## config.mk

```make
export PLATFORM = sky130hd
export DESIGN_NAME = rr_arb8
export DESIGN_NICKNAME = d
export VERILOG_FILES = /design/src/rtl/rr_arb8_pkg.sv /design/src/rtl/rr_pick8.sv /design/src/rtl/rr_arb8.sv
export SDC_FILE = /design/constraint.sdc
export NUM_CORES = 1
export LEC_CHECK = 0
export BUFFER_PORTS_ARGS = -buffer_cell sky130_fd_sc_hd__buf_2
export CELL_PAD_IN_SITES_DETAIL_PLACEMENT = 2
export CELL_PAD_IN_SITES_GLOBAL_PLACEMENT = 2
export CORE_UTILIZATION = 38
export DETAILED_ROUTE_END_ITERATION = 6
export GPL_ROUTABILITY_DRIVEN = 1
export GPL_TIMING_DRIVEN = 0
export MAX_ROUTING_LAYER = met4
export PLACE_DENSITY = 0.82
export SLEW_MARGIN = 15
export SYNTH_ARGS = -nofsm -noshare
export SYNTH_HDL_FRONTEND = slang
export SYNTH_SLANG_ARGS = --single-unit
```

## constraint.sdc

```tcl
create_clock -name clk -period 9.5 [get_ports clk]
set_input_delay 1.425 -clock clk [delete_from_list [all_inputs] [get_ports clk]]
set_output_delay 1.425 -clock clk [all_outputs]
set_load 0.1 [all_outputs]
```

## src/rtl/rr_arb8_pkg.sv

```systemverilog
// -----------------------------------------------------------------------------
// rr_arb8_pkg
// Shared constants, FSM state type and a one-hot encode helper for the
// eight-input round-robin arbiter (rr_arb8) and its picker (rr_pick8).
// -----------------------------------------------------------------------------
package rr_arb8_pkg;

  localparam int N     = 8;  // number of requesters / one-hot grant width
  localparam int IDX_W = 3;  // encoded index width, log2(N)

  typedef enum logic {
    IDLE  = 1'b0,
    GRANT = 1'b1
  } state_t;

  // Binary index of a one-hot word. OR-reduction is exact for legal one-hot
  // input and yields 0 for an all-zero word.
  function automatic logic [IDX_W-1:0] onehot_to_idx(input logic [N-1:0] oh);
    logic [IDX_W-1:0] idx;
    idx = {IDX_W{1'b0}};
    for (int i = 0; i < N; i++) begin
      idx = idx | (oh[i] ? IDX_W'(i) : {IDX_W{1'b0}});
    end
    return idx;
  endfunction

endpackage

```

## src/rtl/rr_pick8.sv

```systemverilog
// -----------------------------------------------------------------------------
// rr_pick8
// Combinational rotating-priority picker: returns the first set bit of
// `pending` at index >= `ptr`, scanning upward and wrapping 7 -> 0.
//
// Ports:
//   pending [7:0]  in   pending request vector
//   ptr     [2:0]  in   highest-priority index for this scan
//   onehot  [7:0]  out  one-hot of the selected requester (0 when none)
//   idx     [2:0]  out  binary index of the selected requester (0 when none)
//   any            out  at least one request is pending
// -----------------------------------------------------------------------------
module rr_pick8
  import rr_arb8_pkg::*;
(
  input  logic [N-1:0]     pending,
  input  logic [IDX_W-1:0] ptr,
  output logic [N-1:0]     onehot,
  output logic [IDX_W-1:0] idx,
  output logic             any
);

  logic [IDX_W-1:0] w_pos;

  // Scan from ptr with 3-bit wrap; only the first hit is kept, so onehot
  // can never carry more than one set bit.
  always_comb begin
    onehot = {N{1'b0}};
    idx    = {IDX_W{1'b0}};
    any    = 1'b0;
    w_pos  = {IDX_W{1'b0}};
    for (int k = 0; k < N; k++) begin
      w_pos = ptr + IDX_W'(k);
      if (!any && pending[w_pos]) begin
        any    = 1'b1;
        idx    = w_pos;
        onehot = {{(N-1){1'b0}}, 1'b1} << w_pos;
      end else begin
        any    = any;
      end
    end
  end

endmodule

```

## src/rtl/rr_arb8.sv

```systemverilog
// -----------------------------------------------------------------------------
// rr_arb8
// Eight-input round-robin request arbiter feeding the 8-to-3 encoder stage.
// Request pulses accumulate in a pending register; one pending requester is
// granted at a time in rotating priority, presented as a registered one-hot
// word with a valid/ready handshake. gnt_out is always legal one-hot or zero.
//
// Build option: define RR_ARB8_IDX_OUT_EN to add the registered gnt_idx port.
//
// Ports:
//   clk              in   rising-edge clock
//   rst              in   asynchronous active-high reset
//   en               in   arbitration enable (blocks new grants only)
//   req_in    [7:0]  in   request pulses, bit i for requester i
//   gnt_ready        in   downstream accepts the current grant
//   gnt_out   [7:0]  out  registered one-hot grant, zero when not valid
//   gnt_valid        out  gnt_out holds a valid grant
//   pending   [7:0]  out  pending-request register
//   gnt_idx   [2:0]  out  encoded index of gnt_out (RR_ARB8_IDX_OUT_EN only)
// -----------------------------------------------------------------------------
module rr_arb8
  import rr_arb8_pkg::*;
(
  input  logic             clk,
  input  logic             rst,
  input  logic             en,
  input  logic [N-1:0]     req_in,
  input  logic             gnt_ready,
  output logic [N-1:0]     gnt_out,
  output logic             gnt_valid,
  output logic [N-1:0]     pending
`ifdef RR_ARB8_IDX_OUT_EN
  ,
  output logic [IDX_W-1:0] gnt_idx
`endif
);

  state_t           r_state;
  state_t           w_state_nxt;
  logic [N-1:0]     r_pending;
  logic [N-1:0]     w_pending_nxt;
  logic [N-1:0]     w_clr;
  logic [IDX_W-1:0] r_ptr;
  logic [IDX_W-1:0] w_ptr_nxt;
  logic [N-1:0]     r_gnt_out;
  logic [N-1:0]     w_gnt_nxt;
  logic             r_gnt_valid;
  logic             w_valid_nxt;
  logic [N-1:0]     w_pick_onehot;
  logic [IDX_W-1:0] w_pick_idx;
  logic             w_pick_any;
`ifdef RR_ARB8_IDX_OUT_EN
  logic [IDX_W-1:0] r_gnt_idx;
  logic [IDX_W-1:0] w_idx_nxt;
`else
  logic             w_unused_idx;
  assign w_unused_idx = ^w_pick_idx;
`endif

  rr_pick8 u_pick (
    .pending (r_pending),
    .ptr     (r_ptr),
    .onehot  (w_pick_onehot),
    .idx     (w_pick_idx),
    .any     (w_pick_any)
  );

  // Pending update: the handshaken bit is cleared, but a request arriving
  // on that same edge wins and keeps the bit pending.
  always_comb begin
    w_clr         = (r_gnt_valid && gnt_ready) ? r_gnt_out : {N{1'b0}};
    w_pending_nxt = (r_pending & ~w_clr) | req_in;
  end

  // Next-state and next-output logic of the grant FSM.
  always_comb begin
    w_state_nxt = r_state;
    w_gnt_nxt   = r_gnt_out;
    w_valid_nxt = r_gnt_valid;
    w_ptr_nxt   = r_ptr;
`ifdef RR_ARB8_IDX_OUT_EN
    w_idx_nxt   = r_gnt_idx;
`endif
    case (r_state)
      IDLE: begin
        if (en && w_pick_any) begin
          w_state_nxt = GRANT;
          w_gnt_nxt   = w_pick_onehot;
          w_valid_nxt = 1'b1;
`ifdef RR_ARB8_IDX_OUT_EN
          w_idx_nxt   = w_pick_idx;
`endif
        end else begin
          w_state_nxt = IDLE;
          w_gnt_nxt   = {N{1'b0}};
          w_valid_nxt = 1'b0;
`ifdef RR_ARB8_IDX_OUT_EN
          w_idx_nxt   = {IDX_W{1'b0}};
`endif
        end
      end
      GRANT: begin
        // en is ignored here: an issued grant is held until accepted.
        if (gnt_ready) begin
          w_state_nxt = IDLE;
          w_gnt_nxt   = {N{1'b0}};
          w_valid_nxt = 1'b0;
          // Rotate priority past the requester just served (7 wraps to 0).
          w_ptr_nxt   = onehot_to_idx(r_gnt_out) + 3'd1;
`ifdef RR_ARB8_IDX_OUT_EN
          w_idx_nxt   = {IDX_W{1'b0}};
`endif
        end else begin
          w_state_nxt = GRANT;
          w_gnt_nxt   = r_gnt_out;
          w_valid_nxt = r_gnt_valid;
        end
      end
      default: begin
        w_state_nxt = IDLE;
        w_gnt_nxt   = {N{1'b0}};
        w_valid_nxt = 1'b0;
`ifdef RR_ARB8_IDX_OUT_EN
        w_idx_nxt   = {IDX_W{1'b0}};
`endif
      end
    endcase
  end

  // FSM state register.
  always_ff @(posedge clk or posedge rst) begin
    if (rst) begin
      r_state <= IDLE;
    end else begin
      r_state <= w_state_nxt;
    end
  end

  // Pending, priority pointer and grant output registers.
  always_ff @(posedge clk or posedge rst) begin
    if (rst) begin
      r_pending   <= {N{1'b0}};
      r_ptr       <= {IDX_W{1'b0}};
      r_gnt_out   <= {N{1'b0}};
      r_gnt_valid <= 1'b0;
`ifdef RR_ARB8_IDX_OUT_EN
      r_gnt_idx   <= {IDX_W{1'b0}};
`endif
    end else begin
      r_pending   <= w_pending_nxt;
      r_ptr       <= w_ptr_nxt;
      r_gnt_out   <= w_gnt_nxt;
      r_gnt_valid <= w_valid_nxt;
`ifdef RR_ARB8_IDX_OUT_EN
      r_gnt_idx   <= w_idx_nxt;
`endif
    end
  end

  assign gnt_out   = r_gnt_out;
  assign gnt_valid = r_gnt_valid;
  assign pending   = r_pending;
`ifdef RR_ARB8_IDX_OUT_EN
  assign gnt_idx   = r_gnt_idx;
`endif

endmodule
```

# Word level (Yosys, flattened, before mapping)
# Cells that the tools add are included.
# Widths: inputs -> output; s select.
dict set report classes {
  addsub 8
  n_lt_le_gt_ge 8
  n_eq_ne 1
  shift 8
  n_mux 48
  bitwise 10
  n_reduce_logical 17
}
# op n
set ops {}
lappend ops {{$mux 8} 11}
lappend ops {{$shl 1x3->8 const A} 8}
lappend ops {{$lt 3x4->1 const B} 8}
lappend ops {{$bmux 1 s3} 8}
lappend ops {{$mux 1} 20}
lappend ops {{$pmux 8 s2} 1}
lappend ops {{$add 3x3->3 const B} 4}
lappend ops {{$mux 3} 4}
lappend ops {{$logic_and 1x1->1} 9}
lappend ops {{$or 3x3->3} 3}
lappend ops {{$and 8x8->8} 1}
lappend ops {{$not 8->8} 1}
lappend ops {{$or 8x8->8} 1}
lappend ops {{$logic_not 1->1} 7}
lappend ops {{$add 3x1->3 const B} 2}
lappend ops {{$add 3x2->3 const B} 2}
lappend ops {{$mux 2} 2}
lappend ops {{$pmux 1 s2} 2}
lappend ops {{$or 2x3->3} 1}
lappend ops {{$ne 2x2->1 const B} 1}
lappend ops {{$or 1x2->2} 1}
lappend ops {{$or 2x2->2} 1}
lappend ops {{$reduce_and 2->1} 1}
lappend ops {{$not 1->1} 1}
dict set report word_totals {
  reg_bits 21
  in_bits 12
  output_inout_bits 17
  wordCells 105
}

# Depth between registers and ports, before layout
dict set report logic_depth {
  depth_word 27
  mapped_depth 12
  mapped_depth_nobuf 9
}

# Hierarchy
# Synthesis repeated with hierarchy kept, for this count alone.
dict set report hier_totals {
  cells_unflattened 280
  area_unflattened_um2 2447.3
}
# module n_inst cells_per_inst area_each_um2 seq_area_each_um2
set by_module_without_submodules {}
lappend by_module_without_submodules {rr_pick8 1 215 1632.8 0.0}
lappend by_module_without_submodules {rr_arb8 1 65 814.5 525.5}

# Least setup slack after synthesis
# Ideal clock, no wire load.
dict set report synth_path {
  kind {register to register}
  from {reg r_ptr[1]}
  to {reg r_gnt_out[4] (netlist: gnt_out[4])}
  setup_ns 0.120
  arrival_time_ns 3.593
  required_time_ns 9.380
  slack_ns 5.788
  path_stages_with_launch 13
  path_buffers 3
  period_less_slack_ns 3.712
  cell_sequence {dfrtp_1 clkbuf_1 inv_1 ha_1 buf_6 mux2_1 mux4_2 o32a_4 or4b_1 buf_2 nor2_2 nor3_1 a31o_1}
}
dict set report synth_between {
  elab_chain_cells 27
  word_cells_on_any_way 64
  classes_between {7 x add/sub; 8 x shift; 34 x mux; 15 x reduce/logical}
}
# element line_no
set synth_lines {}
lappend synth_lines {{start, declared} rr_arb8.sv:43} ;# logic [IDX_W-1:0] r_ptr;
lappend synth_lines {{start signal, assigned} rr_arb8.sv:143} ;# r_ptr <= {IDX_W{1'b0}};
lappend synth_lines {{start signal, assigned} rr_arb8.sv:151} ;# r_ptr <= w_ptr_nxt;
lappend synth_lines {{parallel branches: the longest is 25 deep, another holds $add 3x1->3} --}
lappend synth_lines {{$mux 8 *} rr_arb8.sv:86} ;# if (en && w_pick_any) begin
lappend synth_lines {{$pmux 8 s2 *} rr_arb8.sv:84} ;# case (r_state)
lappend synth_lines {{end signal, assigned} rr_arb8.sv:144} ;# r_gnt_out <= {N{1'b0}};
lappend synth_lines {{end signal, assigned} rr_arb8.sv:152} ;# r_gnt_out <= w_gnt_nxt;
lappend synth_lines {{end, declared} rr_arb8.sv:45} ;# logic [N-1:0] r_gnt_out;
# Every way passes the cells marked *. The select of a mux whose other input is x is not followed.
# A chain may end at the register's enable or synchronous reset.

# Final worst setup path
dict set report layout_path {
  from {reg r_ptr[1]}
  to {reg r_gnt_out[2] (netlist: gnt_out[2])}
}
# The elaborated chain is that of the path after synthesis.

==> metrics.md <==
| Metric | Value |
|---|---|
| DP Worst Slack | `5.042 ns` |
| Top FF cell, synth | `dfrtp_1` |
| Critical path arrival | `4.72 ns` |
| Total track usage | `28.99%` |
| Die Height | `78.39 um` |
| Die Width | `78.39 um` |
| Compound-gate portion of the synthesized area | `26.07%` |
| Die area | `6144 um2` |
| Hold buffers post-CTS | `0` |
| Root Buffer | `clkbuf_8` |
| Placed Area | `2447 um2` |
| Reg2reg start | `r_ptr[1]$_DFFE_PP0P_` |
| Peak Freq | `219.9 MHz` |
| RSZ-0062 raised after global routing | `false` |
| Ranking of synthesized cells by area | `dfrtp_1, mux4_2, nand2_1` |
| Placer Congestion | `0.8681` |
| Pwr dens | `180.6 nW/um2` |
| Register area | `525.5 um2` |
| Critical path class | `reg -> reg` |
| Adder-cell area share of the yosys netlist | `3.950%` |
| Placeable Area | `5574 um2` |
| Post-synth top cells | `nand2_1, dfrtp_1, o21ai_0` |
| Setup TNS | `0 ns` |
| Yosys cell types | `55` |
| Synth warn | `0` |
| Layout overhead on the synthesized area | `12.47%` |
| Sequential cell area fraction in the yosys report | `roughly a quarter` |
| Crit share post-route | `about 48%` |
| DR DRC count | `0` |
| Fin crit period | `roughly 4.5 ns` |
| Synth Area in XOR/XNOR | `1.975%` |
| Row count | `27` |
| Hold Vio Cnt, Final | `0` |
| N_diodes | `0` |
| Multi-input logic area | `approximately 1600 um2` |
| Postcts setup bufs | `0` |
| DP Wirelength | `6.500 mm` |
| Share of cells above drive strength 1 | `22.61%` |
| Critical path launch point type | `flop` |
| Crit path setup slack, layout | `4.952 ns` |
| Top-count cell post-synth | `nand2_1` |
| Detailed Route Iter0 Violations | `157` |
| Total CTS buffers | `3` |
| Status | `completed` |
| Worst R2R End | `gnt_out[2]$_DFFE_PP0P_` |
| Critical Path RT | `9.67 ns` |
| Final slew viol count | `0` |
| Yosys top cell area share | `about a quarter` |
| Max-cap violations | `0` |
| Mapped Area | `2217 um2` |
| Clock Latency Late Sink | `between 0.2 and 0.3 ns` |
| PostCTS Resize Cnt | `0` |
| Worst reg2reg path depth | `11` |
| Leading area contributor after synthesis | `dfrtp_1` |
| Origin of the worst setup path | `r_ptr[1]$_DFFE_PP0P_` |
| R2r setup slk | `approximately 5.0 ns` |
| Htree depth | `1` |
| Initial core utilization | `39.78%` |
| Peak VDD IR | `0.1100 mV` |
| Pre-Repair DR Iteration Count | `4` |
| Crit path to | `gnt_out[2]$_DFFE_PP0P_` |
| FFs w/ async S/R, synth | `100.0%` |
| Clock Sinks | `21` |
| Via density | `6.321` |
| Post-Synth Simple-Gate Area | `22.12%` |
| Remaining Overflow, GRT | `0` |
| DRT antenna net count | `0` |
| Fin area | `2494 um2` |
| CTS tree | `built` |
| Setup Skew | `0.005318 ns` |
| Proportion of synthesized area in mux cells | `between 15 and 20%` |
| Antenna violations before repair | `0` |
| Worst relative slew slack | `40.83%` |
| Kind of end point of the critical path | `flop` |
| Instance count of the mapped netlist | `around 250` |
| Measured slew at the worst slew-check pin | `0.8811 ns` |
| Pleak | `0.9032 nW` |
| Worst Hold Class | `reg -> reg` |
| Port buffer count | `28` |
| Final wirelength | `roughly 8.3 mm` |
| Largest family of logic cells by synthesized area | `compound AO/OA/AOI/OAI gates` |
| #FFs+latches synth | `21` |
| Clock transition at the registers of the reported paths | `0.08 ns` |
| Final setup violation count | `0` |
| Syn Area/Cell | `8.833 um2` |
| IO Pins | `29` |
| Worst Path Max Fanout | `10` |
| First-pass GRT wire length | `13.09 mm` |
| Syn Nets | `270` |
| Fill cells | `654` |
| Largest net degree at the start of global routing | `22` |
| Vias in the first global route | `2288` |
| Clk buf depth | `2` |
| Number of flops mapped to enable cells by yosys | `0` |
| Nets@finish | `roughly 300` |
| Via count | `between 2000 and 2500` |
| Mean routed wirelength per cell | `23.49 um` |
[through the flow]
stage	hold WS, ns	util, %	total power [mW]	cells
2_1_floorplan	0.5923	-	0.3167	251
3_3_place_gp	0.4805	43.91	0.3796	351
3_5_place_dp	0.5090	43.91	0.3895	351
4_1_cts	0.5356	44.74	0.4516	355
5_1_grt	0.5514	44.74	0.4771	355
6_report	0.5344	44.74	0.4504	355
[placed cells by master, fill, tap and decap left out, types with 3 or more instances in the layout]
master	netlist	routed
inv_1	7	7
dfrtp_1	21	21
a21o_1	10	10
nand2b_1	7	7
nand4_1	3	3
and2_1	9	9
clkbuf_1	8	8
a221oi_1	6	6
mux4_2	13	13
nand2_1	44	44
o22ai_1	3	3
a22oi_1	7	7
nand3_1	9	9
mux2_2	4	4
ha_1	7	7
nor2b_1	3	3
a32o_1	3	3
o21ai_0	15	15
buf_2	3	31
a21oi_1	12	12
mux2i_1	3	3
clkbuf_8	0	3
xnor2_1	3	3
nor2_1	11	11
[worst min path at each step]
stage / slack (ns) / from / end / cells past startpoint
after floorplan: 0.59 / r_state$_DFF_PP0_ / r_ptr[0]$_DFFE_PP0P_ / 2
after global placement: 0.48 / gnt_valid$_DFFE_PP0P_ / gnt_valid$_DFFE_PP0P_ / 1
after detailed placement: 0.51 / gnt_valid$_DFFE_PP0P_ / gnt_valid$_DFFE_PP0P_ / 1
after CTS: 0.54 / gnt_valid$_DFFE_PP0P_ / gnt_valid$_DFFE_PP0P_ / 1
after global routing: 0.55 / gnt_valid$_DFFE_PP0P_ / gnt_valid$_DFFE_PP0P_ / 1
final: 0.53 / gnt_valid$_DFFE_PP0P_ / gnt_valid$_DFFE_PP0P_ / 1
[worst max-delay path, stage by stage (launching register included)]
cell	delay, ns
dfrtp_1	0.40
clkbuf_1	0.46
inv_1	0.28
ha_1	0.36
buf_6	0.13
mux2_2	0.36
mux4_2	0.53
o32ai_2	0.55
nand4_1	0.59
nor2_1	0.39
a211oi_1	0.13
a32oi_1	0.26
[routing by layer]
layer  vias up  share of wire [%]  GRT usage [%]
met5         -                  0              -
met2        60                 49          49.21
met4         0               0.73          5.000
li1       1020                  -              -
met3         7                4.0          1.977
met1      1157                 46          38.53
[area by class of cell]
class / count / share of cell area, %
buffer: 14 / 2.860
clock buffer: 3 / 1.656
clock inverter: 1 / 0.2007
inverter: 7 / 1.054
multi-input combinational: 209 / 63.92
sequential: 21 / 21.07
tap: 72 / 3.613
timing repair buffer: 28 / 5.620
[cell families after synthesis]
logic type,Yosys count
fa+ha+maj,7
compound gates,77
flops,21
buf+inv,21
simple gates,98
mux,22
xor+xnor,5
[power by group]
part | internal [mW] | total, mW | switching, mW
clock | 0.0293 | 0.0603 | 0.0310
combinational | 0.0877 | 0.279 | 0.191
sequential | 0.0984 | 0.111 | 0.0126
total | 0.215 | 0.450 | 0.235
[sequential cells by signal (all words and copies together) (netlist names)]
signal / count
gnt_out: 8
pending: 8
r_ptr: 3
gnt_valid: 1
r_state: 1
(Power assumes the default switching activity.)
